`config.mk`:
```
export PLATFORM = sky130hd
export DESIGN_NAME = pipe_stage_skid_flat
export DESIGN_NICKNAME = d
export VERILOG_FILES = /design/src/rtl/pipe_stage_skid_if.sv /design/src/rtl/pipe_stage_skid.sv /design/src/flat_wrapper.sv
export SDC_FILE = /design/constraint.sdc
export NUM_CORES = 1
export LEC_CHECK = 0
export CAP_MARGIN = 5
export CORE_ASPECT_RATIO = 1.2
export CORE_MARGIN = 2
export CORE_UTILIZATION = 54
export DETAILED_ROUTE_END_ITERATION = 16
export PLACE_DENSITY = 0.86
export SETUP_SLACK_MARGIN = 0.15
export SLEW_MARGIN = 20
export SYNTH_ARGS = -nofsm -noshare
export SYNTH_HDL_FRONTEND = slang
export SYNTH_SLANG_ARGS = --single-unit
```
`constraint.sdc`:
```
create_clock -name clk -period 7.2 [get_ports clk]
set_input_delay 0.72 -clock clk [delete_from_list [all_inputs] [get_ports clk]]
set_output_delay 0.72 -clock clk [all_outputs]
set_load 0.01 [all_outputs]
```
`src/rtl/pipe_stage_skid_if.sv`:
```
`default_nettype none
// ============================================================================
// Module   : pipe_stage_skid_if
// Purpose  : Bundles the upstream beat, downstream beat, flush and status
//            signals of one pipe_stage_skid instance.
// Revision : 1.0 - initial release
// ----------------------------------------------------------------------------
// Signals
//   in_valid / in_ready         upstream valid/ready handshake
//   in_pc / in_ctrl / in_data   upstream beat fields
//   flush                       kill beats held or accepted this cycle
//   out_valid / out_ready       downstream valid/ready handshake
//   out_pc / out_ctrl / out_data / out_flushed   presented beat
//   occupancy                   number of valid entries (0..2)
//   bubble_cnt                  saturating count of bubbles created
// Modports
//   master : the environment (upstream producer, downstream consumer)
//   slave  : the stage itself
// ============================================================================
interface pipe_stage_skid_if #(
  parameter int CTRL_W = 16,
  parameter int DATA_W = 101
);
  logic              in_valid;
  logic              in_ready;
  logic [31:0]       in_pc;
  logic [CTRL_W-1:0] in_ctrl;
  logic [DATA_W-1:0] in_data;
  logic              flush;
  logic              out_valid;
  logic              out_ready;
  logic [31:0]       out_pc;
  logic [CTRL_W-1:0] out_ctrl;
  logic [DATA_W-1:0] out_data;
  logic              out_flushed;
  logic [1:0]        occupancy;
  logic [15:0]       bubble_cnt;

  modport master (
    output in_valid, in_pc, in_ctrl, in_data, flush, out_ready,
    input  in_ready, out_valid, out_pc, out_ctrl, out_data, out_flushed,
           occupancy, bubble_cnt
  );

  modport slave (
    input  in_valid, in_pc, in_ctrl, in_data, flush, out_ready,
    output in_ready, out_valid, out_pc, out_ctrl, out_data, out_flushed,
           occupancy, bubble_cnt
  );
endinterface
`default_nettype wire

```
`src/rtl/pipe_stage_skid.sv`:
```
`default_nettype none
// ============================================================================
// Module   : pipe_stage_skid
// Purpose  : Pipeline stage register with valid/ready handshake and a
//            2-entry skid buffer. Carries a PC, a clearable control vector
//            and an uncleared data payload. Flush either turns held beats
//            into marked bubbles (FLUSH_DROP=0) or discards them
//            (FLUSH_DROP=1). A saturating counter tracks bubbles created.
// Revision : 1.0 - initial release
// ----------------------------------------------------------------------------
// Ports
//   clk  : clock, rising edge
//   rst  : asynchronous reset, active low
//   bus  : pipe_stage_skid_if.slave (upstream, downstream, flush, status)
// Parameters
//   CTRL_W     : control field width (cleared on flush)
//   DATA_W     : payload width (never cleared)
//   FLUSH_DROP : 0 = bubble held beats, 1 = drop held beats
// ============================================================================
module pipe_stage_skid #(
  parameter int CTRL_W     = 16,
  parameter int DATA_W     = 101,
  parameter int FLUSH_DROP = 0
) (
  input  logic                clk,
  input  logic                rst,
  pipe_stage_skid_if.slave    bus
);

  // State doubles as the occupancy count.
  typedef enum logic [1:0] {
    S_EMPTY = 2'd0,
    S_ONE   = 2'd1,
    S_TWO   = 2'd2
  } state_t;

  typedef struct packed {
    logic [31:0]       pc;
    logic [CTRL_W-1:0] ctrl;
    logic [DATA_W-1:0] data;
    logic              flushed;
  } entry_t;

  state_t      r_state;
  state_t      w_state;
  entry_t      r_main;
  entry_t      r_skid;
  entry_t      w_main;
  entry_t      w_skid;
  entry_t      w_in;
  logic        r_in_ready;
  logic        w_push;
  logic        w_pop;
  logic [15:0] r_bubble_cnt;
  logic [15:0] w_bubble_cnt;
  logic [1:0]  w_new_bubbles;
  logic [16:0] w_bubble_sum;

  always_comb begin
    w_in          = '{pc: bus.in_pc, ctrl: bus.in_ctrl, data: bus.in_data, flushed: 1'b0};
    w_push        = bus.in_valid & r_in_ready;
    w_pop         = (r_state != S_EMPTY) & bus.out_ready;
    w_state       = r_state;
    w_main        = r_main;
    w_skid        = r_skid;
    w_new_bubbles = 2'd0;

    // Normal movement first; flush is applied to the post-movement view.
    case (r_state)
      S_EMPTY: begin
        if (w_push) begin
          w_main  = w_in;
          w_state = S_ONE;
        end
      end
      S_ONE: begin
        if (w_push && w_pop) begin
          w_main = w_in;
        end else if (w_push) begin
          w_skid  = w_in;
          w_state = S_TWO;
        end else if (w_pop) begin
          w_state = S_EMPTY;
        end
      end
      S_TWO: begin
        // in_ready is low here, so only a pop can happen.
        if (w_pop) begin
          w_main  = r_skid;
          w_state = S_ONE;
        end
      end
      default: w_state = S_EMPTY;
    endcase

    if (bus.flush) begin
      if (FLUSH_DROP != 0) begin
        w_state = S_EMPTY;
      end else begin
        // Only entries not already bubbled count toward the debug counter.
        w_new_bubbles = {1'b0, (w_state != S_EMPTY) && !w_main.flushed}
                      + {1'b0, (w_state == S_TWO)   && !w_skid.flushed};
        if (w_state != S_EMPTY) begin
          w_main.ctrl    = '0;
          w_main.flushed = 1'b1;
        end
        if (w_state == S_TWO) begin
          w_skid.ctrl    = '0;
          w_skid.flushed = 1'b1;
        end
      end
    end

    w_bubble_sum = {1'b0, r_bubble_cnt} + {15'd0, w_new_bubbles};
    w_bubble_cnt = w_bubble_sum[16] ? 16'hFFFF : w_bubble_sum[15:0];
  end

  always_ff @(posedge clk or negedge rst) begin
    if (!rst) begin
      r_state      <= S_EMPTY;
      r_main       <= '0;
      r_skid       <= '0;
      r_in_ready   <= 1'b0;
      r_bubble_cnt <= 16'd0;
    end else begin
      r_state      <= w_state;
      r_main       <= w_main;
      r_skid       <= w_skid;
      // Ready whenever the next state still has a free entry.
      r_in_ready   <= (w_state != S_TWO);
      r_bubble_cnt <= w_bubble_cnt;
    end
  end

  assign bus.in_ready    = r_in_ready;
  assign bus.out_valid   = (r_state != S_EMPTY);
  assign bus.out_pc      = r_main.pc;
  assign bus.out_ctrl    = r_main.ctrl;
  assign bus.out_data    = r_main.data;
  assign bus.out_flushed = r_main.flushed;
  assign bus.occupancy   = r_state;
  assign bus.bubble_cnt  = r_bubble_cnt;

endmodule
`default_nettype wire

```
`src/flat_wrapper.sv`:
```
// flat-port wrapper written by rule: the top's interface ports become plain ports
module pipe_stage_skid_flat 
#(
  parameter int CTRL_W     = 16,
  parameter int DATA_W     = 101,
  parameter int FLUSH_DROP = 0
)
  (clk, rst, bus_in_valid, bus_in_pc, bus_in_ctrl, bus_in_data, bus_flush, bus_out_ready, bus_in_ready, bus_out_valid, bus_out_pc, bus_out_ctrl, bus_out_data, bus_out_flushed, bus_occupancy, bus_bubble_cnt);
  pipe_stage_skid_if #(.CTRL_W(CTRL_W), .DATA_W(DATA_W)) bus_i ();
  input  logic clk;
  input  logic rst;
  input wire logic [$bits(bus_i.in_valid)-1:0] bus_in_valid;
  input wire logic [$bits(bus_i.in_pc)-1:0] bus_in_pc;
  input wire logic [$bits(bus_i.in_ctrl)-1:0] bus_in_ctrl;
  input wire logic [$bits(bus_i.in_data)-1:0] bus_in_data;
  input wire logic [$bits(bus_i.flush)-1:0] bus_flush;
  input wire logic [$bits(bus_i.out_ready)-1:0] bus_out_ready;
  output wire logic [$bits(bus_i.in_ready)-1:0] bus_in_ready;
  output wire logic [$bits(bus_i.out_valid)-1:0] bus_out_valid;
  output wire logic [$bits(bus_i.out_pc)-1:0] bus_out_pc;
  output wire logic [$bits(bus_i.out_ctrl)-1:0] bus_out_ctrl;
  output wire logic [$bits(bus_i.out_data)-1:0] bus_out_data;
  output wire logic [$bits(bus_i.out_flushed)-1:0] bus_out_flushed;
  output wire logic [$bits(bus_i.occupancy)-1:0] bus_occupancy;
  output wire logic [$bits(bus_i.bubble_cnt)-1:0] bus_bubble_cnt;
  assign bus_i.in_valid = bus_in_valid;
  assign bus_i.in_pc = bus_in_pc;
  assign bus_i.in_ctrl = bus_in_ctrl;
  assign bus_i.in_data = bus_in_data;
  assign bus_i.flush = bus_flush;
  assign bus_i.out_ready = bus_out_ready;
  assign bus_in_ready = bus_i.in_ready;
  assign bus_out_valid = bus_i.out_valid;
  assign bus_out_pc = bus_i.out_pc;
  assign bus_out_ctrl = bus_i.out_ctrl;
  assign bus_out_data = bus_i.out_data;
  assign bus_out_flushed = bus_i.out_flushed;
  assign bus_occupancy = bus_i.occupancy;
  assign bus_bubble_cnt = bus_i.bubble_cnt;
  pipe_stage_skid #(.CTRL_W(CTRL_W), .DATA_W(DATA_W), .FLUSH_DROP(FLUSH_DROP)) u_core (.clk(clk), .rst(rst), .bus(bus_i));
endmodule
```
# ---- After elaboration in Yosys (flattened, before gate mapping)
# Cells that the tools add are included.
dict set report classes {
  addsub 2
  n_eq_ne 7
  mux 23
  bitwise 3
  n_reduce_logical 11
}
# operator count
set ops {}
lappend ops {{150-bit two-way mux} 3}
lappend ops {{150-bit case mux with 3 select lines} 1}
lappend ops {{118-bit two-way mux} 3}
lappend ops {{16-bit two-way mux} 5}
lappend ops {{16-bit by 2-bit adder with 17-bit output} 1}
lappend ops {{2-bit two-way mux} 6}
lappend ops {{2-bit by 1-bit inequality test with 1-bit output (second input constant)} 3}
lappend ops {{2-bit case mux with 3 select lines} 1}
lappend ops {{2-bit equality test (second input constant)} 2}
lappend ops {{1-bit two-way mux} 4}
lappend ops {{4-bit AND reduction} 1}
lappend ops {{2-bit nonzero test} 2}
lappend ops {{1-bit logical AND} 3}
lappend ops {{3-bit AND reduction} 1}
lappend ops {{3-bit nonzero test} 1}
lappend ops {{1-bit by 1-bit adder with 2-bit output} 1}
lappend ops {{1-bit AND} 2}
lappend ops {{2-bit by 1-bit equality test with 1-bit output (second input constant)} 1}
lappend ops {{1-bit zero test} 2}
lappend ops {{2-bit zero test} 1}
lappend ops {{2-bit inequality test (second input constant)} 1}
lappend ops {{1-bit NOT} 1}
dict set report word_totals {
  ff_bits 319
  output_inout_bits 170
  wordCells 57
}

# ---- Longest topological paths before layout
dict set report depth {
  word_depth 12
  mapped_depth 16
  ltp_nobuf 13
}

# ---- Worst setup path before layout
# Ideal clock, no wire load.
dict set report synth_timing {
  path_type {input port to flip-flop}
  startpoint {input port bus_in_valid}
  endpoint {register u_core.r_bubble_cnt[13], in the netlist u_core.bus.bubble_cnt[13]}
  setup_ns 0.069
  arrival_time_ns 3.550
  required_ns 7.131
  setup_slack_ns 3.582
  cell_stages 16
  cell_sequence {and3b_1 -> buf_4 -> nand2_1 -> buf_2 -> buf_2 -> a21oi_1 -> ha_1 -> and2_1 -> ha_1 -> inv_1 -> fa_1 -> and2b_1 -> nand3_2 -> or3_4 -> buf_6 -> nand3_1}
}
dict set report synth_between {
  elab_chain_len 10
}
# element line
set synth_lines {}
lappend synth_lines {{start, declared} flat_wrapper.sv:12} ;# input wire logic [$bits(bus_i.in_valid)-1:0] bus_in_valid;
lappend synth_lines {{1-bit AND *} pipe_stage_skid.sv:61} ;# w_push = bus.in_valid & r_in_ready;
lappend synth_lines {{2-bit two-way mux (tied with other cells)} pipe_stage_skid.sv:79} ;# end else if (w_push) begin
lappend synth_lines {{2-bit two-way mux (tied with other cells)} pipe_stage_skid.sv:77} ;# if (w_push && w_pop) begin
lappend synth_lines {{2-bit case mux with 3 select lines (tied with other cells)} pipe_stage_skid.sv:69} ;# case (r_state)
lappend synth_lines {{2-bit equality test (tied with other cells)} pipe_stage_skid.sv:102} ;# + {1'b0, (w_state == S_TWO) && !w_skid.flushed};
lappend synth_lines {{1-bit logical AND (on tied branches)} {pipe_stage_skid.sv:102, pipe_stage_skid.sv:101}}
lappend synth_lines {{1-bit by 1-bit adder with 2-bit output *} pipe_stage_skid.sv:102}
lappend synth_lines {{2-bit two-way mux *} pipe_stage_skid.sv:96} ;# if (bus.flush) begin
lappend synth_lines {{16-bit by 2-bit adder with 17-bit output *} pipe_stage_skid.sv:114} ;# w_bubble_sum = {1'b0, r_bubble_cnt} + {15'd0, w_new_bubbles};
lappend synth_lines {{16-bit two-way mux *} pipe_stage_skid.sv:115} ;# w_bubble_cnt = w_bubble_sum[16] ? 16'hFFFF : w_bubble_sum[15:0];
lappend synth_lines {{named net u_core.w_bubble_cnt[13]} pipe_stage_skid.sv:55} ;# logic [15:0] w_bubble_cnt;
lappend synth_lines {{end signal, assigned} pipe_stage_skid.sv:131} ;# r_bubble_cnt <= w_bubble_cnt;
lappend synth_lines {{end, declared} pipe_stage_skid.sv:54} ;# logic [15:0] r_bubble_cnt;
# Mark *: on every way through the listed nets, which the timed path passes. The rest lies on a longest branch. The select of a mux whose other input is x is not followed.
# A chain may end at the register's enable or synchronous reset.

# ---- Worst setup path after layout
dict set report layout_timing {
  startpoint {input port bus_in_valid}
  endpoint {register u_core.r_bubble_cnt[2], in the netlist u_core.bus.bubble_cnt[2]}
}
# Same word-level chain as after synthesis.

==> metrics <==
Port Buf Inserts 323; leakage 9.16 nW; critical path required time 7.66 ns; GPL Wtd Cong 0.878; Clock Latency Late Sink 0.54 ns; Finished Layout Cells 1927; setup bufs post-CTS 0; Placed Cells 1871; R2R Path Start u_core.bus.occupancy[1]; Critical Path End Type register; total power 7.56 mW; status complete, no violations; dpl hpwl 22600 um; Max Transition Viols Final 0; Layout fillers 1731; Worst Setup SP bus_in_valid; CTS Sinks 319; H-tree levels 1; Total Routing Usage GR 0.269; total of max-cap violations 0; drt drc 0; Vias/cell 5.71; Worst slew margin 0.299; Post-Synthesis Cell Area 13500 um2; Crit Path Max Fanout 13; total routed wirelength 35900 um; largest net degree at the start of global routing 133; final period utilization 0.529; TritonCTS clock tree done; share of layout cells above drive strength 1 0.0593; Mapped Nets 1460; most common cell after layout, fill and taps aside nand2_1; first-pass GRT wire length 56900 um; vias in the first global route 11043; DR vias 11008; Async SR Flop Fraction 1.00; Mapped Cells 1302; TNS Setup 0 ns; die width 148 um; Synth Register Bits 319; GRT overflow 0; DRT antenna net count 0; WS Path Type in -> reg; Fmax 0.263 GHz; Hold Crit Class in -> async; PnR worst setup slack 3.39 ns; EDFF count, synth 0; Post-CTS Hold Fix Bufs 0; Nets 1737; RSZ-0062 raised after global routing no; Clock Path Buffers 3; clk root buf clkbuf_16; Num CTS Buffers 31; Final setup viols 0; leading area contributor after synthesis dfrtp_1; Initial Utilization 0.547; CP Launch Type input port; Crit path arrival time 4.27 ns; pre-CTS setup slack 2.88 ns; Routed WL per cell 18.6 um; post-synthesis cell type count 47; commonest cells after routing, fill and taps aside nand2_1, clkdlybuf4s50_1, dfrtp_1; 1st-pass router iterations 5; Reg area 7980 um2; sequential share of the synthesized area 0.591; initial antenna violation count 1; area of the multi-input gates 5040 um2; area of the die 26300 um2; num rows 63; I/O pin cnt 324; Avg Inst Size Synth 10.4 um2; synthesis-to-layout area growth 32.0%; CORE AREA 24700 um2; Max VDD drop 0.344 mV; Most used DFF post-synth dfrtp_1; P per Cell Area 424 nW/um2; Yosys warning total 0; share of Yosys cell area claimed by the top area cell type 0.591; Worst-path clk slew 0.06 ns; Worst Max-Slew Pin Slew 1.05 ns; Period minus WS final 3.81 ns; Hold Vio Cnt, Final 0; top post-synthesis cells by area dfrtp_1, nand2_1, a22o_1, a21o_1, buf_2; Chip Height 177 um; CTS resizes 0; initial DRC count 736; Setup Skew 0.00657 ns; Hold Slack 0.285 ns
critical path, stage by stage:
cell,delay (ns)
clkdlybuf4s50_1,0.50
and3b_1,0.42
a21oi_1,0.19
or2_2,0.35
a21oi_1,0.14
ha_1,0.14
and2_1,0.12
ha_1,0.17
inv_1,0.06
fa_1,0.39
and2b_1,0.31
nand3_2,0.14
or3_4,0.49
o21ai_0,0.11
worst paths after layout:
path | endpoint | slack, ns | cells past startpoint
min in group clk | u_core.r_skid[130] | 0.47 | 2
max | u_core.bus.bubble_cnt[2] | 3.39 | 14
max in group asynchronous | u_core.bus.out_pc[21] | 5.38 | 2
min | u_core.bus.out_data[88] | 0.28 | 1
max reg2reg | u_core.bus.bubble_cnt[2] | 3.44 | 13
min reg2reg | u_core.r_skid[130] | 0.47 | 2
power breakdown:
group	internal (mW)	total [mW]	switching, mW
logic	1.45	2.71	1.26
registers	2.65	3.21	0.561
clock network	0.965	1.65	0.680
total	5.06	7.56	2.50
logic make-up (layout without fill, tap and decap cells):
logic type	count (synthesis)	after routing	share of synthesized area
buffers and inverters	97	396	0.0383
XOR/XNOR	7	7	0.00454
flip-flops	319	319	0.591
multiplexers	18	18	0.0148
other	0	1	0
adder cells (fa/ha/maj)	5	5	0.00500
AND/OR/NAND/NOR	521	521	0.153
AO/OA/AOI/OAI	335	335	0.193
metal layers:
layer | wire (um) | GRT usage
met1 | 13800 | 0.334
met2 | 18400 | 0.465
met3 | 2350 | 0.0495
met4 | 1410 | 0.112
met5 | 0 | 0
layout make-up:
cell class / count / area share
flip-flops and latches: 319 / 0.448
multi-input cells: 886 / 0.283
diodes: 1 / 0.000140
repair buffers: 334 / 0.187
clock inverters: 15 / 0.00905
well taps: 325 / 0.0228
inverters: 7 / 0.00147
clock buffers: 40 / 0.0493
registers in the layout, summed over array words and instances (netlist names):
register / flops
u_core.r_skid: 150
u_core.bus.out_data: 101
u_core.bus.out_pc: 32
u_core.bus.bubble_cnt: 16
u_core.bus.out_ctrl: 16
u_core.bus.occupancy: 2
u_core.bus.in_ready: 1
u_core.bus.out_flushed: 1
through the flow:
stage | util | cell area [um2]
after CTS | 0.723 | 17800
after global placement | 0.680 | 16800
final | 0.723 | 17800
after global routing | 0.723 | 17800
after detailed placement | 0.680 | 16800
after floorplan | - | 13500
cell usage after synthesis (2+ instances only):
cell type and instances:
or2_2 2, nand2b_1 4, a311oi_1 13, dfrtp_1 319, o21a_1 2, a21o_1 135, inv_1 6, nand4_1 5
buf_1 7, nand2_1 468, and3b_1 2, or3_1 2, buf_2 59, nor3_1 2, mux2_2 16, nand3_1 5
buf_4 3, o21ai_0 16, buf_6 9, clkbuf_1 12, nor2b_1 2, nor2_1 18, mux2i_1 2, a32o_1 2
and2b_1 2, ha_1 3, and2_1 2, o221ai_1 3, xor2_1 7, a22o_1 133, o22ai_1 2, a21oi_1 24
No activity file was read; power rests on OpenSTA's default activity.
